## src/rtl/rom_boot_loader_pkg.sv

```systemverilog
//------------------------------------------------------------------------------
// Module   : rom_boot_loader_pkg
// Purpose  : Shared constants and loader state encoding for rom_boot_loader.
// Revision : 1.0 - initial release
//------------------------------------------------------------------------------
`default_nettype none

package rom_boot_loader_pkg;

   // Bytes that make up one little-endian instruction word
   localparam int c_BYTES_PER_WORD = 4;
   // Bytes in the word-count header that precedes the image
   localparam int c_HDR_BYTES      = 2;

   // Loader sequencing states
   typedef enum logic [2:0] {
      ST_LEN_LO  = 3'd0,
      ST_LEN_HI  = 3'd1,
      ST_DATA    = 3'd2,
      ST_WRITE   = 3'd3,
      ST_CSUM    = 3'd4,
      ST_LAUNCH  = 3'd5,
      ST_RUN     = 3'd6,
      ST_ERR     = 3'd7
   } boot_state_t;

   // Width of the header byte concatenation
   function automatic int hdr_bits();
      return 8 * c_HDR_BYTES;
   endfunction

endpackage

`default_nettype wire

```

## src/rtl/rom_boot_loader_assembler.sv

```systemverilog
//------------------------------------------------------------------------------
// Module   : rom_boot_loader_assembler
// Purpose  : Collects bytes into a 32-bit little-endian word. word_next shows
//            the word as it will look once byte_in is loaded; word_valid
//            flags the load that completes a word.
// Revision : 1.0 - initial release
//------------------------------------------------------------------------------
`default_nettype none

module rom_boot_loader_assembler
   import rom_boot_loader_pkg::*;
(
   input  logic        clk,
   input  logic        reset,
   input  logic        clear,
   input  logic        load,
   input  logic [7:0]  byte_in,
   output logic [31:0] word_next,
   output logic        word_valid
);

   localparam int                 c_CNT_W   = $clog2(c_BYTES_PER_WORD);
   localparam logic [c_CNT_W-1:0] c_CNT_ONE = c_CNT_W'(1);
   localparam logic [c_CNT_W-1:0] c_CNT_END = c_CNT_W'(c_BYTES_PER_WORD - 1);

   logic [c_CNT_W-1:0] r_count;
   logic [31:8]        r_word;

   // Newest byte enters at the top, so after four loads byte 0 sits in [7:0]
   assign word_next  = {byte_in, r_word[31:8]};
   assign word_valid = load && (r_count == c_CNT_END);

   // Shift register and byte counter; counter wraps to 0 after a full word
   always_ff @(posedge clk or posedge reset) begin
      if (reset) begin
         r_count <= '0;
         r_word  <= '0;
      end else if (clear) begin
         r_count <= '0;
         r_word  <= '0;
      end else if (load) begin
         r_count <= r_count + c_CNT_ONE;
         r_word  <= word_next[31:8];
      end
   end

endmodule

`default_nettype wire

```

## src/rtl/rom_boot_loader.sv

```systemverilog
//------------------------------------------------------------------------------
// Module   : rom_boot_loader
// Purpose  : Receives a length-prefixed byte image, writes it word by word
//            into inst_rom through its load port, then releases the CPU.
//            Optional feature macro BOOT_CHECKSUM_EN: when defined, one XOR
//            checksum byte must follow the image before launch.
// Revision : 1.0 - initial release
//------------------------------------------------------------------------------
`default_nettype none

module rom_boot_loader
   import rom_boot_loader_pkg::*;
#(
   parameter int          DEPTH_WORDS = 32,
   parameter logic [31:0] START_PC    = 32'h0000_0000,
   parameter int          LEN_W       = 16
)(
   input  logic        clk,
   input  logic        reset,
   input  logic        rx_valid,
   input  logic [7:0]  rx_data,
   output logic        rx_ready,
   output logic        write_enable,
   output logic [31:0] tb_inst,
   output logic [31:0] tb_addr,
   output logic        go,
   output logic        cpu_reset,
   output logic [31:0] start_pc,
   output logic        done,
   output logic        error
);

   localparam logic [LEN_W-1:0] c_DEPTH   = LEN_W'(DEPTH_WORDS);
   localparam logic [LEN_W-1:0] c_IDX_ONE = LEN_W'(1);

   boot_state_t      r_state;
   logic             r_rx_ready;
   logic             r_write_enable;
   logic [31:0]      r_tb_inst;
   logic [31:0]      r_tb_addr;
   logic             r_go;
   logic             r_cpu_reset;
   logic [31:0]      r_start_pc;
   logic             r_done;
   logic             r_error;
   logic [7:0]       r_len_lo;
   logic [LEN_W-1:0] r_len;
   logic [LEN_W-1:0] r_idx;
`ifdef BOOT_CHECKSUM_EN
   logic [7:0]       r_csum;
`endif

   logic             w_xfer;
   logic [LEN_W-1:0] w_hdr_len;
   logic [LEN_W-1:0] w_idx_inc;
   logic [31:0]      w_word_next;
   logic             w_word_valid;

   assign w_xfer    = rx_valid & r_rx_ready;
   assign w_hdr_len = LEN_W'({rx_data, r_len_lo});
   assign w_idx_inc = r_idx + c_IDX_ONE;

   rom_boot_loader_assembler u_asm (
      .clk        (clk),
      .reset      (reset),
      .clear      (r_state == ST_LEN_LO),
      .load       (w_xfer && (r_state == ST_DATA)),
      .byte_in    (rx_data),
      .word_next  (w_word_next),
      .word_valid (w_word_valid)
   );

   // Loader FSM; every output is a register updated alongside the state
   always_ff @(posedge clk or posedge reset) begin
      if (reset) begin
         r_state        <= ST_LEN_LO;
         r_rx_ready     <= 1'b0;
         r_write_enable <= 1'b0;
         r_tb_inst      <= '0;
         r_tb_addr      <= '0;
         r_go           <= 1'b0;
         r_cpu_reset    <= 1'b1;
         r_start_pc     <= START_PC;
         r_done         <= 1'b0;
         r_error        <= 1'b0;
         r_len_lo       <= '0;
         r_len          <= '0;
         r_idx          <= '0;
`ifdef BOOT_CHECKSUM_EN
         r_csum         <= '0;
`endif
      end else begin
         r_write_enable <= 1'b0;
         case (r_state)
            ST_LEN_LO: begin
               r_rx_ready <= 1'b1;
               r_idx      <= '0;
`ifdef BOOT_CHECKSUM_EN
               r_csum     <= '0;
`endif
               if (w_xfer) begin
                  r_len_lo <= rx_data;
                  r_state  <= ST_LEN_HI;
               end
            end
            ST_LEN_HI: begin
               if (w_xfer) begin
                  r_len <= w_hdr_len;
                  // Full-width compare so oversize counts are never aliased
                  if (w_hdr_len > c_DEPTH) begin
                     r_state    <= ST_ERR;
                     r_rx_ready <= 1'b0;
                     r_error    <= 1'b1;
                  end else if (w_hdr_len == '0) begin
`ifdef BOOT_CHECKSUM_EN
                     r_state    <= ST_CSUM;
`else
                     r_state    <= ST_LAUNCH;
                     r_rx_ready <= 1'b0;
                     r_go       <= 1'b1;
                     r_start_pc <= START_PC;
`endif
                  end else begin
                     r_state <= ST_DATA;
                  end
               end
            end
            ST_DATA: begin
               if (w_xfer) begin
`ifdef BOOT_CHECKSUM_EN
                  r_csum <= r_csum ^ rx_data;
`endif
                  if (w_word_valid) begin
                     r_state        <= ST_WRITE;
                     r_rx_ready     <= 1'b0;
                     r_write_enable <= 1'b1;
                     r_tb_inst      <= w_word_next;
                     r_tb_addr      <= 32'({r_idx, 2'b00});
                  end
               end
            end
            ST_WRITE: begin
               r_idx <= w_idx_inc;
               if (w_idx_inc == r_len) begin
`ifdef BOOT_CHECKSUM_EN
                  r_state    <= ST_CSUM;
                  r_rx_ready <= 1'b1;
`else
                  r_state    <= ST_LAUNCH;
                  r_go       <= 1'b1;
                  r_start_pc <= START_PC;
`endif
               end else begin
                  r_state    <= ST_DATA;
                  r_rx_ready <= 1'b1;
               end
            end
`ifdef BOOT_CHECKSUM_EN
            ST_CSUM: begin
               if (w_xfer) begin
                  r_rx_ready <= 1'b0;
                  if (rx_data == r_csum) begin
                     r_state    <= ST_LAUNCH;
                     r_go       <= 1'b1;
                     r_start_pc <= START_PC;
                  end else begin
                     r_state <= ST_ERR;
                     r_error <= 1'b1;
                  end
               end
            end
`endif
            ST_LAUNCH: begin
               // go has already been high for one cycle; now free the CPU
               r_state     <= ST_RUN;
               r_cpu_reset <= 1'b0;
               r_done      <= 1'b1;
            end
            ST_RUN: begin
               r_rx_ready <= 1'b0;
            end
            ST_ERR: begin
               r_rx_ready  <= 1'b0;
               r_go        <= 1'b0;
               r_cpu_reset <= 1'b1;
            end
            default: begin
               r_state    <= ST_ERR;
               r_rx_ready <= 1'b0;
               r_error    <= 1'b1;
            end
         endcase
      end
   end

   assign rx_ready     = r_rx_ready;
   assign write_enable = r_write_enable;
   assign tb_inst      = r_tb_inst;
   assign tb_addr      = r_tb_addr;
   assign go           = r_go;
   assign cpu_reset    = r_cpu_reset;
   assign start_pc     = r_start_pc;
   assign done         = r_done;
   assign error        = r_error;

endmodule

`default_nettype wire

```

## config.mk

```make
export PLATFORM = sky130hd
export DESIGN_NAME = rom_boot_loader
export DESIGN_NICKNAME = d
export VERILOG_FILES = /design/src/rtl/rom_boot_loader_pkg.sv /design/src/rtl/rom_boot_loader_assembler.sv /design/src/rtl/rom_boot_loader.sv
export SDC_FILE = /design/constraint.sdc
export NUM_CORES = 1
export LEC_CHECK = 0
export BUFFER_PORTS_ARGS = -buffer_cell sky130_fd_sc_hd__buf_2
export CORE_MARGIN = 2
export CORE_UTILIZATION = 60
export CTS_BUF_LIST = sky130_fd_sc_hd__clkbuf_16
export DETAILED_ROUTE_END_ITERATION = 7
export MAX_ROUTING_LAYER = met4
export PLACE_DENSITY = 0.84
export RECOVER_POWER = 100
export SYNTH_ARGS = -nofsm -noshare
export SYNTH_HDL_FRONTEND = slang
export SYNTH_SLANG_ARGS = --single-unit
export TNS_END_PERCENT = 10
```

## constraint.sdc

```tcl
create_clock -name clk -period 10.4 [get_ports clk]
set_input_delay 1.56 -clock clk [delete_from_list [all_inputs] [get_ports clk]]
set_output_delay 1.56 -clock clk [all_outputs]
set_load 0.02 [all_outputs]
```

==> impl_metrics.tcl <==
set metrics [dict create \
    finalMaxSlewViolations 173 \
    critical_path.max_fanout 51 \
    initial_utilization_pct 61.24 \
    max-clock-path-buffers 2 \
    combinational_family_with_the_most_area_after_synthesis "multiplexers" \
    pre_cts_setup_slack_ps 6357 \
    synthesis.area_per_instance_um2 11.05 \
    synth-xor-area-share_pct 3.561 \
    synth-edff-count 0 \
    fmax_mhz 170.5 \
    r2r.worst_path.cells 4 \
    power_leakage_nw 3.205 \
    detail_route.wl_per_cell_um 16.67 \
    drv_cap 4 \
    vias 4145 \
    critical_path.startpoint_type "primary input" \
    ys_top_cells_by_area "sky130_fd_sc_hd__dfrtp_1, sky130_fd_sc_hd__mux2_2, sky130_fd_sc_hd__buf_4" \
    top_level_ports 113 \
    timing.critical_path.slowest_cell_delay_ps 1710 \
    maximum_number_of_pins_on_one_net_before_global_route_repair 73 \
    worst_ir_drop_vdd_v 0.0001563 \
    crit_chain "clkbuf_1, nand2_1, nor4b_1, clkbuf_1, nand2_1, mux2_2" \
    detailedRoute.firstIterationViolations 204 \
    dp_hpwl_mm 7.925 \
    std_cell_rows 36 \
    seq_power_share_pct 44.3 \
    worstSkewPairLatency_ps 410 \
    post_synth_and_or_nand_nor_area_fraction_pct 12.27 \
    outcome "finished, violations left" \
    violations "capacitance limit, slew limit" \
    cp.arrival_ps 6150 \
    cts_tree "yes" \
    grt.total_usage_pct 25.63 \
    core-area_mm2 0.009639 \
    number_of_global_route_vias_before_repair 4005 \
    critical_path_required_ps 10680 \
    most_frequent_cell_after_synthesis "sky130_fd_sc_hd__dfrtp_1" \
    htree_levels 4 \
    finalWorstPathRequiredPeriod_ps 5866 \
    netlist_area_mm2 0.005903 \
    power.share.combinational_pct 2.7 \
    clk_pin_slew_worst_paths_ps 50 \
    power.density_mw_per_mm2 165.1 \
    route.detailed.vias_per_inst 5.639 \
    post_synth_mux_area_share_pct 14.07 \
    ys_flop_type "sky130_fd_sc_hd__dfrtp_1" \
    insertedDiodeCount 0 \
    netlist.area_leader.share_pct 51.72 \
    clock_power_share_pct 53.0 \
    synthesis.yosys.warnings 0 \
    place.port_buffers 64 \
    synth_top_area_cell "sky130_fd_sc_hd__dfrtp_1" \
    die_height_um 103.2 \
    post-route-drc-count 0 \
    synth.top_cells.by_count "sky130_fd_sc_hd__dfrtp_1, sky130_fd_sc_hd__mux2_2, sky130_fd_sc_hd__nand2_1" \
    number_of_clock_sinks_seen_by_cts 123 \
    worst_setup_path_end_kind "register" \
    p_int_w 0.0008520 \
    timing.hold.worst.class "register to register" \
    worstHoldPathCells 1 \
    wire_length_of_the_first_global_routing_pass_mm 19.93 \
    final_min_period_over_clock_period_pct 56.40 \
    die_area_mm2 0.01065 \
    setup_violations 0 \
    gpl.final_weighted_congestion 0.9290 \
    ant_nets 0 \
    die_w_um 103.2 \
    cts.root.buffer_cell "sky130_fd_sc_hd__clkbuf_16" \
    number_of_antenna_violations_at_the_first_check_in_global_routing 0 \
    area_overhead_vs_synth_pct 11.09 \
    adder_and_majority_gate_portion_of_the_synthesized_area_pct 0.4239 \
    cts_made_buffers 17 \
    resized_after_cts 0 \
    ys_ff_latch 123 \
    report.final.hold_viol_count 0 \
    yosys.cell_types.count 55 \
    worstMarginPinSlew_ps 2237 \
    switching_part_of_the_total_pct 21.30 \
    grt_setup_unrepaired "no" \
    layout-drive-gt1-share_pct 18.94 \
    syn_inst 534 \
    final.setup.tns_ps 0 \
    cpMaxStageDelayCell "sky130_fd_sc_hd__nand2_1" \
    routed_wl_mm 12.26 \
    finalNetCount 602 \
    relSlewSlack_pct -49.96 \
    final_critical_path_setup_slack_ps 4534 \
    p_switching_w 0.0002306 \
    postCtsHoldBufs 0 \
    share_of_flip_flops_with_an_asynchronous_set_or_reset_after_synthesis_pct 100.0 \
    drt_first_pass_iters 6 \
    global_route.overflow_total 0 \
    synth_compound_area_share_pct 8.648 \
    worst_clock_skew_ps 9.937 \
    critPathKind "primary input to register" \
    yosysSeqAreaShare_pct 52.16 \
    post-cts-setup-buffers 0 \
]
[power by group through the flow]
stage	Combinational, W	Sequential (W)	Clock (W)
2_1_floorplan	0.0000361	0.000487	0
3_3_place_gp	0.0000294	0.000487	0
3_5_place_dp	0.0000298	0.000487	0
4_1_cts	0.0000298	0.000479	0.000580
5_1_grt	0.0000337	0.000479	0.000601
6_report	0.0000293	0.000479	0.000574
[placed cells by master (no fill, tap or decap), types with 9 or more instances in the layout]
cell type,n
sky130_fd_sc_hd__o21ai_0,49
sky130_fd_sc_hd__clkbuf_1,57
sky130_fd_sc_hd__conb_1,48
sky130_fd_sc_hd__nand2_1,70
sky130_fd_sc_hd__mux2_2,70
sky130_fd_sc_hd__nor3_1,9
sky130_fd_sc_hd__a21oi_1,9
sky130_fd_sc_hd__nand3_1,9
sky130_fd_sc_hd__dfrtp_1,122
sky130_fd_sc_hd__nor2_1,19
sky130_fd_sc_hd__clkbuf_16,17
sky130_fd_sc_hd__xnor2_1,12
sky130_fd_sc_hd__xor2_1,12
[final timing paths]
path                            start           to  slack (ps)
min                              done         done         460
min in group asynchronous       reset   tb_inst[4]        1740
max                          rx_valid  tb_addr[15]        4530
min reg2reg                      done         done         460
max in group asynchronous       reset  tb_addr[16]        6980
max reg2reg                r_state[0]  tb_addr[15]        5390
[logic make-up (layout without fill, tap and decap cells)]
group,after synthesis,count (layout)
flip-flops,123,123
XOR/XNOR,24,24
other,1,48
buffers and inverters,81,102
AO/OA/AOI/OAI,85,85
multiplexers,74,74
AND/OR/NAND/NOR,144,144
adder cells (fa/ha/maj),2,2
[per-stage QoR]
step | power [W] | hold WS (ps) | util [%] | instance area, um2 | std cells
4_1_cts | 0.001089 | 458.8 | 69.16 | 6666 | 735
6_report | 0.001083 | 460.0 | 68.03 | 6558 | 735
2_1_floorplan | 0.0005235 | 466.8 | - | 6080 | 581
3_3_place_gp | 0.0005167 | 437.8 | 63.10 | 6082 | 703
3_5_place_dp | 0.0005171 | 446.7 | 63.10 | 6082 | 703
5_1_grt | 0.001114 | 488.1 | 68.03 | 6558 | 735
[cell type report]
type	instances	area [um2]
tap	133	166.4
timing repair buffer	66	261.5
clock inverter	15	158.9
clock buffer	17	425.4
sequential	123	3079
multi-input combinational	377	2450
inverter	4	16.27
fill	704	3082
[registers in the layout, indices dropped and copies added (netlist names)]
name           count
r_state            3
rx_ready           1
cpu_reset          1
tb_addr           16
r_len_lo           8
u_asm.r_count      2
tb_inst           32
done               1
u_asm.r_word      24
go                 1
r_idx             16
write_enable       1
error              1
r_len             16
[per-layer routing]
layer	global-route usage [%]	share of wire (%)	up-vias
met2	39.81	50	190
met1	32.71	42	2042
li1	-	-	1881
met5	-	0	-
met4	8.502	2.3	0
met3	7.460	5.5	32
[critical path, delay by kind of cell]
| kind | cells | cell delay [ps] |
|---|---|---|
| and+or+nand+nor | 3 | 2310 |
| buffers and inverters | 2 | 1490 |
| muxes | 1 | 760 |
Note: power is estimated with default switching activity, not from simulation.
